## src/rtl/pipeline_ctrl.sv

```systemverilog
// ----------------------------------------------------------------------------
// pipeline_ctrl
//   Hazard / stall / flush controller for a 5-stage in-order pipeline.
//   Handles load-use stalls, taken-branch flushes in MEM, and data-memory
//   wait states with a timeout that latches a permanent FAULT until reset.
//
// Parameters
//   TIMEOUT      max wait cycles for dmem_ack before FAULT (1..255)
//
// Ports
//   clk, reset                      clock, synchronous active-low reset
//   id_rs1/id_rs2, id_use_rs1/2     ID-stage source registers and use flags
//   ex_memread, ex_rd               EX-stage load flag and destination
//   mem_br_taken                    branch in MEM resolved taken
//   dmem_req, dmem_ack              data-memory handshake from MEM
//   *_en, *_flush                   PC / pipeline-register load and bubble
//   pc_sel_br                       PC takes the branch target
//   state                           00 RUN, 01 MEM_WAIT, 10 FAULT
//   mem_err                         sticky timeout fault
//   stall_cnt, flush_cnt            saturating event counters
// ----------------------------------------------------------------------------
module pipeline_ctrl #(
    parameter int TIMEOUT = 16
) (
    input  logic        clk,
    input  logic        reset,
    input  logic [4:0]  id_rs1,
    input  logic [4:0]  id_rs2,
    input  logic        id_use_rs1,
    input  logic        id_use_rs2,
    input  logic        ex_memread,
    input  logic [4:0]  ex_rd,
    input  logic        mem_br_taken,
    input  logic        dmem_req,
    input  logic        dmem_ack,
    output logic        pc_en,
    output logic        if_id_en,
    output logic        id_ex_en,
    output logic        ex_mem_en,
    output logic        mem_wb_en,
    output logic        if_id_flush,
    output logic        id_ex_flush,
    output logic        ex_mem_flush,
    output logic        mem_wb_flush,
    output logic        pc_sel_br,
    output logic [1:0]  state,
    output logic        mem_err,
    output logic [15:0] stall_cnt,
    output logic [15:0] flush_cnt
);

    localparam logic [1:0] S_RUN   = 2'b00;
    localparam logic [1:0] S_WAIT  = 2'b01;
    localparam logic [1:0] S_FAULT = 2'b10;

    localparam logic [7:0] TO_LIM = TIMEOUT[7:0];

    logic [7:0] wait_cnt;
    logic       hazard;
    logic       mem_stall;

    // Register 31 is excluded: it never creates a load-use dependency.
    always_comb begin
        hazard = ex_memread && (ex_rd != 5'd31) &&
                 ((id_use_rs1 && (id_rs1 == ex_rd)) ||
                  (id_use_rs2 && (id_rs2 == ex_rd)));
    end

    // Freeze the front of the pipe while memory is outstanding. Once in
    // MEM_WAIT only the ack matters; the cycle that acks runs normally.
    always_comb begin
        mem_stall = ((state == S_RUN)  && dmem_req && !dmem_ack) ||
                    ((state == S_WAIT) && !dmem_ack);
    end

    always_comb begin
        pc_en        = 1'b1;
        if_id_en     = 1'b1;
        id_ex_en     = 1'b1;
        ex_mem_en    = 1'b1;
        mem_wb_en    = 1'b1;
        if_id_flush  = 1'b0;
        id_ex_flush  = 1'b0;
        ex_mem_flush = 1'b0;
        mem_wb_flush = 1'b0;
        pc_sel_br    = 1'b0;
        if (!reset) begin
            pc_en        = 1'b0;
            if_id_en     = 1'b0;
            id_ex_en     = 1'b0;
            ex_mem_en    = 1'b0;
            mem_wb_en    = 1'b0;
            if_id_flush  = 1'b1;
            id_ex_flush  = 1'b1;
            ex_mem_flush = 1'b1;
            mem_wb_flush = 1'b1;
        end else if (state == S_FAULT) begin
            pc_en     = 1'b0;
            if_id_en  = 1'b0;
            id_ex_en  = 1'b0;
            ex_mem_en = 1'b0;
            mem_wb_en = 1'b0;
        end else if (mem_stall) begin
            // MEM_WB keeps clocking, but takes a bubble so WB does not
            // retire the stalled MEM instruction repeatedly.
            pc_en        = 1'b0;
            if_id_en     = 1'b0;
            id_ex_en     = 1'b0;
            ex_mem_en    = 1'b0;
            mem_wb_flush = 1'b1;
        end else if (mem_br_taken) begin
            // Squash the three younger instructions; overrides load-use.
            pc_sel_br    = 1'b1;
            if_id_flush  = 1'b1;
            id_ex_flush  = 1'b1;
            ex_mem_flush = 1'b1;
        end else if (hazard) begin
            pc_en       = 1'b0;
            if_id_en    = 1'b0;
            id_ex_flush = 1'b1;
        end
    end

    always_ff @(posedge clk) begin
        if (!reset) begin
            state     <= S_RUN;
            wait_cnt  <= 8'd0;
            mem_err   <= 1'b0;
            stall_cnt <= 16'd0;
            flush_cnt <= 16'd0;
        end else begin
            case (state)
                S_RUN: begin
                    if (dmem_req && !dmem_ack) begin
                        state    <= S_WAIT;
                        wait_cnt <= 8'd1;
                    end
                end
                S_WAIT: begin
                    if (dmem_ack) begin
                        state    <= S_RUN;
                        wait_cnt <= 8'd0;
                    end else if (wait_cnt == TO_LIM) begin
                        state   <= S_FAULT;
                        mem_err <= 1'b1;
                    end else begin
                        wait_cnt <= wait_cnt + 8'd1;
                    end
                end
                S_FAULT: state <= S_FAULT;
                default: state <= S_RUN;
            endcase
            if ((state != S_FAULT) && !pc_en && (stall_cnt != 16'hFFFF))
                stall_cnt <= stall_cnt + 16'd1;
            if (pc_sel_br && (flush_cnt != 16'hFFFF))
                flush_cnt <= flush_cnt + 16'd1;
        end
    end

endmodule

```

## config.mk

```make
export PLATFORM = sky130hd
export DESIGN_NAME = pipeline_ctrl
export DESIGN_NICKNAME = d
export VERILOG_FILES = /design/src/rtl/pipeline_ctrl.sv
export SDC_FILE = /design/constraint.sdc
export NUM_CORES = 1
export LEC_CHECK = 0
export CAP_MARGIN = 0
export CELL_PAD_IN_SITES_DETAIL_PLACEMENT = 0
export CELL_PAD_IN_SITES_GLOBAL_PLACEMENT = 1
export CORE_AREA = 2 2 81 83
export CTS_BUF_LIST = sky130_fd_sc_hd__clkbuf_2
export CTS_CLUSTER_DIAMETER = 50
export CTS_CLUSTER_SIZE = 10
export DETAILED_ROUTE_END_ITERATION = 12
export DIE_AREA = 0 0 83 85
export PLACE_DENSITY_LB_ADDON = 0.1
export SYNTH_ARGS = -nofsm -noshare
export SYNTH_HDL_FRONTEND = slang
export SYNTH_SLANG_ARGS = --single-unit
```

## constraint.sdc

```tcl
create_clock -name clk -period 3.55 [get_ports clk]
set_input_delay 0.355 -clock clk [delete_from_list [all_inputs] [get_ports clk]]
set_output_delay 0.355 -clock clk [all_outputs]
set_load 0.005 [all_outputs]
```

# Word-level counts from Yosys, hierarchy flattened
# Index checks and enable logic that the tools add are counted.
dict set report totals {
  register_bits 43
  out_inout_bits 45
  elab_cells 72
}
dict set report classes {
  n_addsub 3
  eq_ne 12
  n_mux 31
  bitwise_logic 1
  n_reduce_logical 20
}
# operator count
set ops {}
lappend ops {{$add A16 B1 Y16 const B} 2}
lappend ops {{$ne A16 B16 Y1 const B} 2}
lappend ops {{$mux W8} 3}
lappend ops {{$mux W1} 23}
lappend ops {{$pmux W8 S2} 1}
lappend ops {{$logic_and A1 B1 Y1} 11}
lappend ops {{$eq A5 B5 Y1} 2}
lappend ops {{$add A8 B1 Y8 const B} 1}
lappend ops {{$eq A8 B5 Y1 const B} 1}
lappend ops {{$mux W2} 3}
lappend ops {{$pmux W2 S3} 1}
lappend ops {{$reduce_and A3 Y1} 2}
lappend ops {{$ne A5 B5 Y1 const B} 1}
lappend ops {{$ne A3 B2 Y1 const B} 1}
lappend ops {{$ne A3 B3 Y1 const B} 1}
lappend ops {{$eq A2 B1 Y1 const B} 1}
lappend ops {{$eq A2 B2 Y1 const B} 1}
lappend ops {{$logic_not A1 Y1} 2}
lappend ops {{$logic_not A2 Y1} 1}
lappend ops {{$logic_or A1 B1 Y1} 2}
lappend ops {{$ne A2 B1 Y1 const B} 1}
lappend ops {{$ne A2 B2 Y1 const B} 1}
lappend ops {{$reduce_and A2 Y1} 1}
lappend ops {{$reduce_bool A2 Y1} 1}
lappend ops {{$not A1 Y1} 1}

# Depth between registers and ports, before layout
# Gate-level depths: netlist of run 1.
dict set report depth {
  word_depth 12
  ltp_mapped 10
  mapped_depth_nobuf 8
}

# Worst setup path after synthesis of run 1
# OpenSTA, ideal clock, no wires.
dict set report synth_path {
  path_kind {register to output}
  startpoint {register state[0]}
  endpoint {output pc_en}
  arrival_ps 1853
  slack_ps 1342
  stages_incl_launch_ff 10
  path_buffers 4
  path_cell_list {dfxtp_1 -> clkbuf_1 -> or2_2 -> a21oi_1 -> and2_1 -> o31ai_4 -> inv_2 -> buf_6 -> buf_2 -> buf_4}
}
dict set report synth_between {
  elab_chain_len 7
}
# item line
set synth_rtl {}
lappend synth_rtl {{start: declaration} 46} ;# output logic [1:0] state,
lappend synth_rtl {{start signal: assignment} 126} ;# state <= S_RUN;
lappend synth_rtl {{start signal: assignment} 135} ;# state <= S_WAIT;
lappend synth_rtl {{start signal: assignment} 141} ;# state <= S_RUN;
lappend synth_rtl {{$logic_not A2 Y1} 72} ;# mem_stall = ((state == S_RUN) && dmem_req && !dmem_ack) ||
lappend synth_rtl {{$logic_and A1 B1 Y1 (2 in series)} 72}
lappend synth_rtl {{$logic_or A1 B1 Y1} 72}
lappend synth_rtl {{$mux W1} -}
lappend synth_rtl {{$mux W1 * (2 in series)} -}
lappend synth_rtl {{end: declaration} 36} ;# output logic pc_en,
# Mark *: on every way between the ends. The rest lies on a longest branch, timed or not.

# Worst setup path after layout of run 1
dict set report layout_path {
  startpoint {register state[0]}
  endpoint {output if_id_en}
}
dict set report layout_between {
  elab_chain_len 7
}
# item line
set layout_rtl {}
lappend layout_rtl {{$logic_not A2 Y1} 72}
lappend layout_rtl {{$logic_and A1 B1 Y1 (2 in series)} 72}
lappend layout_rtl {{$logic_or A1 B1 Y1} 72}
lappend layout_rtl {{$mux W1} 103} ;# end else if (mem_stall) begin
lappend layout_rtl {{$mux W1 *} 97} ;# end else if (state == S_FAULT) begin
lappend layout_rtl {{$mux W1 *} 87} ;# if (!reset) begin
lappend layout_rtl {{end: declaration} 37} ;# output logic if_id_en,
# Marked as above.

==> results of run 1 <==
## metal layers
metal,vias up,track usage (%)
li1,1115,-
met1,985,19.7
met2,51,24.8
met3,6,4.38
met4,0,4.47
met5,-,0
## logic make-up after synthesis
| family | share of synthesized area [%] |
|---|---|
| fa+ha+maj | 2.18 |
| flops | 37.4 |
| simple gates | 28.8 |
| buf+inv | 4.51 |
| mux | 3.05 |
| compound gates | 13.8 |
| xor+xnor | 10.3 |
## flip-flops by register name, summed over array words and instances, names as in the netlist
| signal | flops |
|---|---|
| flush_cnt | 16 |
| wait_cnt | 8 |
| mem_err | 1 |
| state | 2 |
| stall_cnt | 16 |
## worst max path at each step
stage,from,end,depth (start not counted)
final,state[0],if_id_en,6
after global routing,state[0],if_id_en,6
after CTS,state[0],if_id_en,6
after detailed placement,dmem_req,if_id_en,7
after global placement,ex_rd[0],if_id_en,7
after floorplan,state[0],pc_en,9
## cells in the mapped netlist (all sizes together) (2+ instances only)
library cell and number:
a21oi 20, nand4 13, inv 9, o31ai 10
and4 4, mux2i 7, o21ai 12, and2 3
nor4b 3, xor2 24, nand3 14, xnor2 3
or3 5, dfxtp 43, buf 6, nor2b 2
nand2 26, and3 6, o2111ai 2, nor4 2
nand2b 5, ha 4, or4 9, clkbuf 7
nor2 27, or2 3
## tightest hold or removal path: stages, from the launching register on
cell and delay [ps]:
sky130_fd_sc_hd__dfxtp_1 360, sky130_fd_sc_hd__inv_1 50, sky130_fd_sc_hd__a21oi_1 50
## report_power, final
part           internal (mW)  leakage [nW]  switching (mW)
sequential             0.490         0.347         0.00935
combinational         0.0650         0.683          0.0533
clock                 0.0503        0.0290           0.160
## cells in the final DEF (no fill, tap or decap), types with 2 or more instances in the layout
master,n
sky130_fd_sc_hd__and3_1,6
sky130_fd_sc_hd__and2_1,2
sky130_fd_sc_hd__nand4_1,13
sky130_fd_sc_hd__or3_1,5
sky130_fd_sc_hd__xnor2_1,3
sky130_fd_sc_hd__dfxtp_1,43
sky130_fd_sc_hd__nor2b_1,2
sky130_fd_sc_hd__clkbuf_2,6
sky130_fd_sc_hd__nand2_1,26
sky130_fd_sc_hd__nor4b_1,3
sky130_fd_sc_hd__nand2b_1,5
sky130_fd_sc_hd__and4_1,4
sky130_fd_sc_hd__a21oi_1,20
sky130_fd_sc_hd__inv_1,8
sky130_fd_sc_hd__ha_1,4
sky130_fd_sc_hd__mux2i_1,7
sky130_fd_sc_hd__o2111ai_1,2
sky130_fd_sc_hd__clkdlybuf4s50_1,67
sky130_fd_sc_hd__xor2_1,24
sky130_fd_sc_hd__or4_1,9
sky130_fd_sc_hd__nor2_1,27
sky130_fd_sc_hd__o31ai_1,9
sky130_fd_sc_hd__nand3_1,14
sky130_fd_sc_hd__o21ai_0,11
sky130_fd_sc_hd__or2_2,3
sky130_fd_sc_hd__buf_4,2
## layout make-up
type	count	area [sq um]
fillers	599	3150
multi-input cells	211	1340
flip-flops and latches	43	861
repair buffers	69	686
well taps	77	96.3
inverters	9	33.8
clock buffers	6	30.0
clock inverters	2	12.5
## metrics by stage
stage                     instance area (sq um)  utilization [%]
after detailed placement                   3010             48.6
final                                      3060             49.2
after global placement                     3010             48.6
after floorplan                            2300                -
after CTS                                  3060             49.2
after global routing                       3060             49.2
==> impl_metrics.csv, run 1 <==
group,metric,value,unit
synthesis,synth_cell_types,40,
die,start_util,37.1,%
clock_network,post-cts-setup-buffer-count,0,
sta,hold_slack,476,ps
placement,place.detailed.hpwl,3.85,mm
sta,worst_slew_pin_slew,671,ps
setup_path,slowest_stage,"sky130_fd_sc_hd__clkdlybuf4s50_1",
detailed_routing,routedLengthMet1,2.50,mm
detailed_routing,post-route-drc-count,0,
clock_network,ctsHoldBuffers,0,
run,drv_cap,0,
setup_path,crit_required,3190,ps
synthesis,synth_top_cells_by_area,"sky130_fd_sc_hd__dfxtp_1 37%, sky130_fd_sc_hd__xor2_1 9.1%, sky130_fd_sc_hd__nor2_1 4.4%, sky130_fd_sc_hd__a21oi_1 4.4%, sky130_fd_sc_hd__nand2_1 4.2%",
setup_path,endpoint_kind,"output pin",
min_path,worst_hold_path.num_cells,2,
die,floorplan.core_area,6200,sq um
sta,timing_max_transition_violations_final,0,
setup_path,cp_num_buf_inv,2,
sta,setup_viol,0,
synthesis,syn_inst,276,
global_routing,maximum_number_of_pins_on_one_net_before_global_route_repair,30,
die,total_number_of_placement_rows,29,
min_path,worstHoldPathType,"reg2reg",
pwr,p_leak,1.06,nW
min_path,hp-start,"mem_err",
sta,period_share,84.9,%
finish,number_of_inserted_diodes,0,
setup_path,r2r_start,"stall_cnt[4]",
synthesis,average_cell_area_after_synthesis,8.34,sq um
synthesis,synth.yosys.warnings,0,
pwr,p_per_area,271,nW/um^2
clock_network,numCtsBuffers,5,
synthesis,yosysTopAreaCellShare,37.4,%
global_routing,grt_overflow_total,0,
placement,gp_routability_congestion,0.737,
clock_network,worst_skew_pair.late_latency,390,ps
synthesis,yosys.area.top_type,"sky130_fd_sc_hd__dfxtp_1",
die,die_height,85,um
sta,worst_clock_skew,9.14,ps
clock_network,cts-root-buf,"sky130_fd_sc_hd__clkbuf_2",
detailed_routing,vias_per_cell,5.17,
pwr,worst_ir_drop_vdd,147,uV
setup_path,worst_path_dominant_cell_family,"buffers and inverters",
setup_path,critical_path_cell_by_cell,"or2_2 -> a21oi_1 -> and2_1 -> o31ai_4 -> inv_2 -> clkdlybuf4s50_1",
global_routing,number_of_antenna_violations_at_the_first_check_in_global_routing,0,
detailed_routing,detail_route.wl_per_cell,12.5,um
synthesis,async_flop_share,0,%
setup_path,max_stage_delay,580,ps
detailed_routing,drt-pass1-iter-count,4,
synthesis,synth_fp_nets,303,
finish,nets,366,
setup_path,worstSetupStartpointType,"flop",
clock_network,cts_tree,"built",
detailed_routing,topRoutingLayerUsed,"met4",
sta,finalHoldViolations,0,
die,die_width,83,um
detailed_routing,wl,5.21,mm
setup_path,rr_worst_depth,6,
synthesis,ys_ff_latch,43,
clock_network,post_cts.resized_instances,0,
sta,final_period_minus_worst_setup_slack,3010,ps
synthesis,part_of_the_yosys_area_used_for_sequential_elements,37.4,%
global_routing,grt_pass1_wl,8.97,mm
sta,rsz_0062_raised_after_global_routing,"false",
detailed_routing,met2_length,2.35,mm
global_routing,grt_pass1_vias,2000,
setup_path,worst-path-max-fanout,27,
detailed_routing,detail-route-antenna-nets,0,
setup_path,timing.reg2reg.setup_slack,1210,ps
detailed_routing,first_iter_violations,66,
finish,finish.cell_count_without_fillers,417,
finish,syn_to_final_growth,32.8,%
synthesis,synth-edff-count,0,
detailed_routing,routed-via-count,2157,
clock_network,cts_buffer_depth,2,
synthesis,post_synth_instance_area,2300,sq um
clock_network,worst_setup_hold_path_clk_slew,210,ps
sta,max_freq,332,MHz
placement,port_buf_inserts,67,
sta,post-route-worst-setup-slack,537,ps
die,floorplan.die_area,7060,sq um
setup_path,arrival_time_at_the_worst_endpoint,2660,ps
sta,relSlewSlack,55.2,%
synthesis,dominantRegCellSynth,"sky130_fd_sc_hd__dfxtp_1",
sta,setup_total_negative_slack,0,ps
detailed_routing,met3_wirelength,290,um
finish,drive_gt1_share,5.00,%
placement,post-place-ws,667,ps
die,num_io_pins,68,
pwr,totalPowerFinal,0.828,mW
run_status,run_status,"completed",
clock_network,htreeDepth,2,
placement,post-place-cells,409,
global_routing,global_route.usage.total,15.2,%
setup_path,timing.setup.critical_path_class,"reg2out",
min_path,hold-path-endpoint,"mem_err",
clock_network,cts_num_sinks,43,
setup_path,worstReg2RegEnd,"stall_cnt[15]",
(Power assumes the default switching activity.)
==> run 2: changes to the inputs <==
--- a/config.mk
+++ b/config.mk
@@ -8,12 +8,12 @@
 export CAP_MARGIN = 0
 export CELL_PAD_IN_SITES_DETAIL_PLACEMENT = 0
 export CELL_PAD_IN_SITES_GLOBAL_PLACEMENT = 1
-export CORE_AREA = 2 2 81 83
+export CORE_AREA = 2 2 85 87
 export CTS_BUF_LIST = sky130_fd_sc_hd__clkbuf_2
 export CTS_CLUSTER_DIAMETER = 50
 export CTS_CLUSTER_SIZE = 10
 export DETAILED_ROUTE_END_ITERATION = 12
-export DIE_AREA = 0 0 83 85
+export DIE_AREA = 0 0 87 89
 export PLACE_DENSITY_LB_ADDON = 0.1
 export SYNTH_ARGS = -nofsm -noshare
 export SYNTH_HDL_FRONTEND = slang
==> constraint.sdc (replaced) <==
create_clock -name clk -period 2.9 [get_ports clk]
set_input_delay 0.29 -clock clk [delete_from_list [all_inputs] [get_ports clk]]
set_output_delay 0.29 -clock clk [all_outputs]
set_load 0.005 [all_outputs]
==> impl_metrics.csv, run 2 (synthesis results as in run 1) <==
group,metric,value,unit
setup_path,timing.setup.critical_path_class,"in2out",
sta,timing_max_transition_violations_final,0,
pwr,p_leak,1.10,nW
min_path,hp-start,"mem_err",
global_routing,grt_pass1_wl,8.75,mm
clock_network,htreeDepth,2,
pwr,p_per_area,357,nW/um^2
global_routing,grt_overflow_total,0,
finish,nets,372,
setup_path,endpoint_kind,"output pin",
setup_path,r2r_start,"wait_cnt[0]",
setup_path,rr_worst_depth,8,
sta,max_freq,368,MHz
global_routing,grt_pass1_vias,1903,
sta,worst_slew_pin_slew,669,ps
run_status,run_status,"completed",
finish,mostFrequentLayoutCell,"sky130_fd_sc_hd__clkdlybuf4s50_1",
die,floorplan.die_area,7740,sq um
placement,place.detailed.hpwl,3.88,mm
finish,stdcell_area,3140,sq um
detailed_routing,detail-route-antenna-nets,0,
detailed_routing,vias_per_cell,5.09,
sta,relSlewSlack,55.4,%
die,start_util,34.2,%
setup_path,timing.reg2reg.setup_slack,760,ps
detailed_routing,drt-pass1-iter-count,4,
min_path,worst_hold_path.num_cells,2,
placement,gp_routability_congestion,0.725,
placement,dpl_cell_area,3050,sq um
die,die_height,89,um
min_path,worstHoldPathType,"reg2reg",
setup_path,crit_required,2610,ps
detailed_routing,post-route-drc-count,0,
die,total_number_of_placement_rows,30,
setup_path,worstSetupStartpointType,"input pin",
sta,final_period_minus_worst_setup_slack,2710,ps
die,num_io_pins,68,
placement,port_buf_inserts,67,
detailed_routing,detail_route.wl_per_cell,12.9,um
global_routing,global_route.usage.total,14.2,%
finish,syn_to_final_growth,36.3,%
sta,finalHoldViolations,0,
global_routing,maximum_number_of_pins_on_one_net_before_global_route_repair,30,
clock_network,cts_tree,"built",
sta,period_share,93.6,%
clock_network,worst_skew_pair.late_latency,410,ps
setup_path,arrival_time_at_the_worst_endpoint,2420,ps
finish,biggestRegsByFlops,"flush_cnt x16, stall_cnt x16, wait_cnt x8",
clock_network,worst_setup_hold_path_clk_slew,240,ps
clock_network,cts-root-buf,"sky130_fd_sc_hd__clkbuf_2",
die,floorplan.core_area,6720,sq um
sta,worst_clock_skew,14.9,ps
clock_network,cts_buffer_depth,2,
detailed_routing,first_iter_violations,75,
pwr,worst_ir_drop_vdd,144,uV
finish,number_of_inserted_diodes,0,
detailed_routing,routed-via-count,2169,
clock_network,numCtsBuffers,5,
min_path,hold-path-endpoint,"mem_err",
global_routing,number_of_antenna_violations_at_the_first_check_in_global_routing,0,
sta,rsz_0062_raised_after_global_routing,"false",
sta,setup_viol,0,
setup_path,worst-path-max-fanout,14,
setup_path,worstReg2RegEnd,"wait_cnt[7]",
finish,mostFrequentLayoutCells,"67 x sky130_fd_sc_hd__clkdlybuf4s50_1, 43 x sky130_fd_sc_hd__dfxtp_1, 27 x sky130_fd_sc_hd__nor2_1",
detailed_routing,wl,5.50,mm
die,die_width,87,um
run,drv_cap,0,
finish,final_core_utilization,46.7,%
sta,setup_total_negative_slack,0,ps
clock_network,cts_num_sinks,43,
finish,n_fill_cell,664,
finish,drive_gt1_share,6.94,%
run 2: repair_timing:
action,CTS,global route
setup endpoints to repair,2,2
gates cloned,0,1
buffers inserted,0,1
hold buffers,0,0
resized for setup,1,2
pin swaps,0,1
run 2: metrics by stage:
| stage | hold slack [ps] | power (mW) | instances | setup slack, ps |
|---|---|---|---|---|
| floorplan | 442 | 0.693 | 276 | 757 |
| global placement | 459 | 0.773 | 416 | 158 |
| detailed placement | 459 | 0.772 | 416 | 118 |
| CTS | 485 | 1.13 | 424 | 83.0 |
| global route | 515 | 1.17 | 426 | 60.2 |
| finish | 474 | 1.12 | 426 | 186 |
run 2: how the worst max path moves through the flow:
stage,from,endpoint
2_1_floorplan,state[0],pc_en
3_3_place_gp,ex_rd[4],if_id_en
3_5_place_dp,dmem_req,pc_en
4_1_cts,state[0],pc_en
5_1_grt,ex_rd[3],pc_en
6_report,ex_rd[4],pc_en
run 2: power breakdown:
| group | switching [mW] | internal, mW | leakage (nW) |
|---|---|---|---|
| Combinational | 0.0704 | 0.0835 | 0.714 |
| Clock | 0.209 | 0.146 | 0.0429 |
| Sequential | 0.00988 | 0.601 | 0.347 |
run 2: per-layer routing:
metal | up-vias | routed length [um] | GRT usage [%]
met5 | - | 0 | 0
met3 | 6 | 332 | 4.06
li1 | 1126 | - | -
met4 | 0 | 67 | 4.26
met2 | 59 | 2410 | 22.3
met1 | 978 | 2690 | 19.1
run 2: final cells by class:
type / instances / area, sq um / area share, %
repair inverters: 1 / 5.00 / 0.160
well taps: 80 / 100 / 3.19
repair buffers: 74 / 723 / 23.1
clock buffers: 5 / 25.0 / 0.798
inverters: 9 / 38.8 / 1.24
clock inverters: 3 / 43.8 / 1.40
multi-input cells: 211 / 1340 / 42.7
flip-flops and latches: 43 / 861 / 27.4
run 2: worst max-delay path: stages:
cell,delay (ps)
sky130_fd_sc_hd__clkdlybuf4s50_1,460
sky130_fd_sc_hd__xor2_1,190
sky130_fd_sc_hd__nor4_2,270
sky130_fd_sc_hd__a32oi_1,190
sky130_fd_sc_hd__o31ai_4,360
sky130_fd_sc_hd__clkinv_4,170
sky130_fd_sc_hd__clkdlybuf4s50_1,480
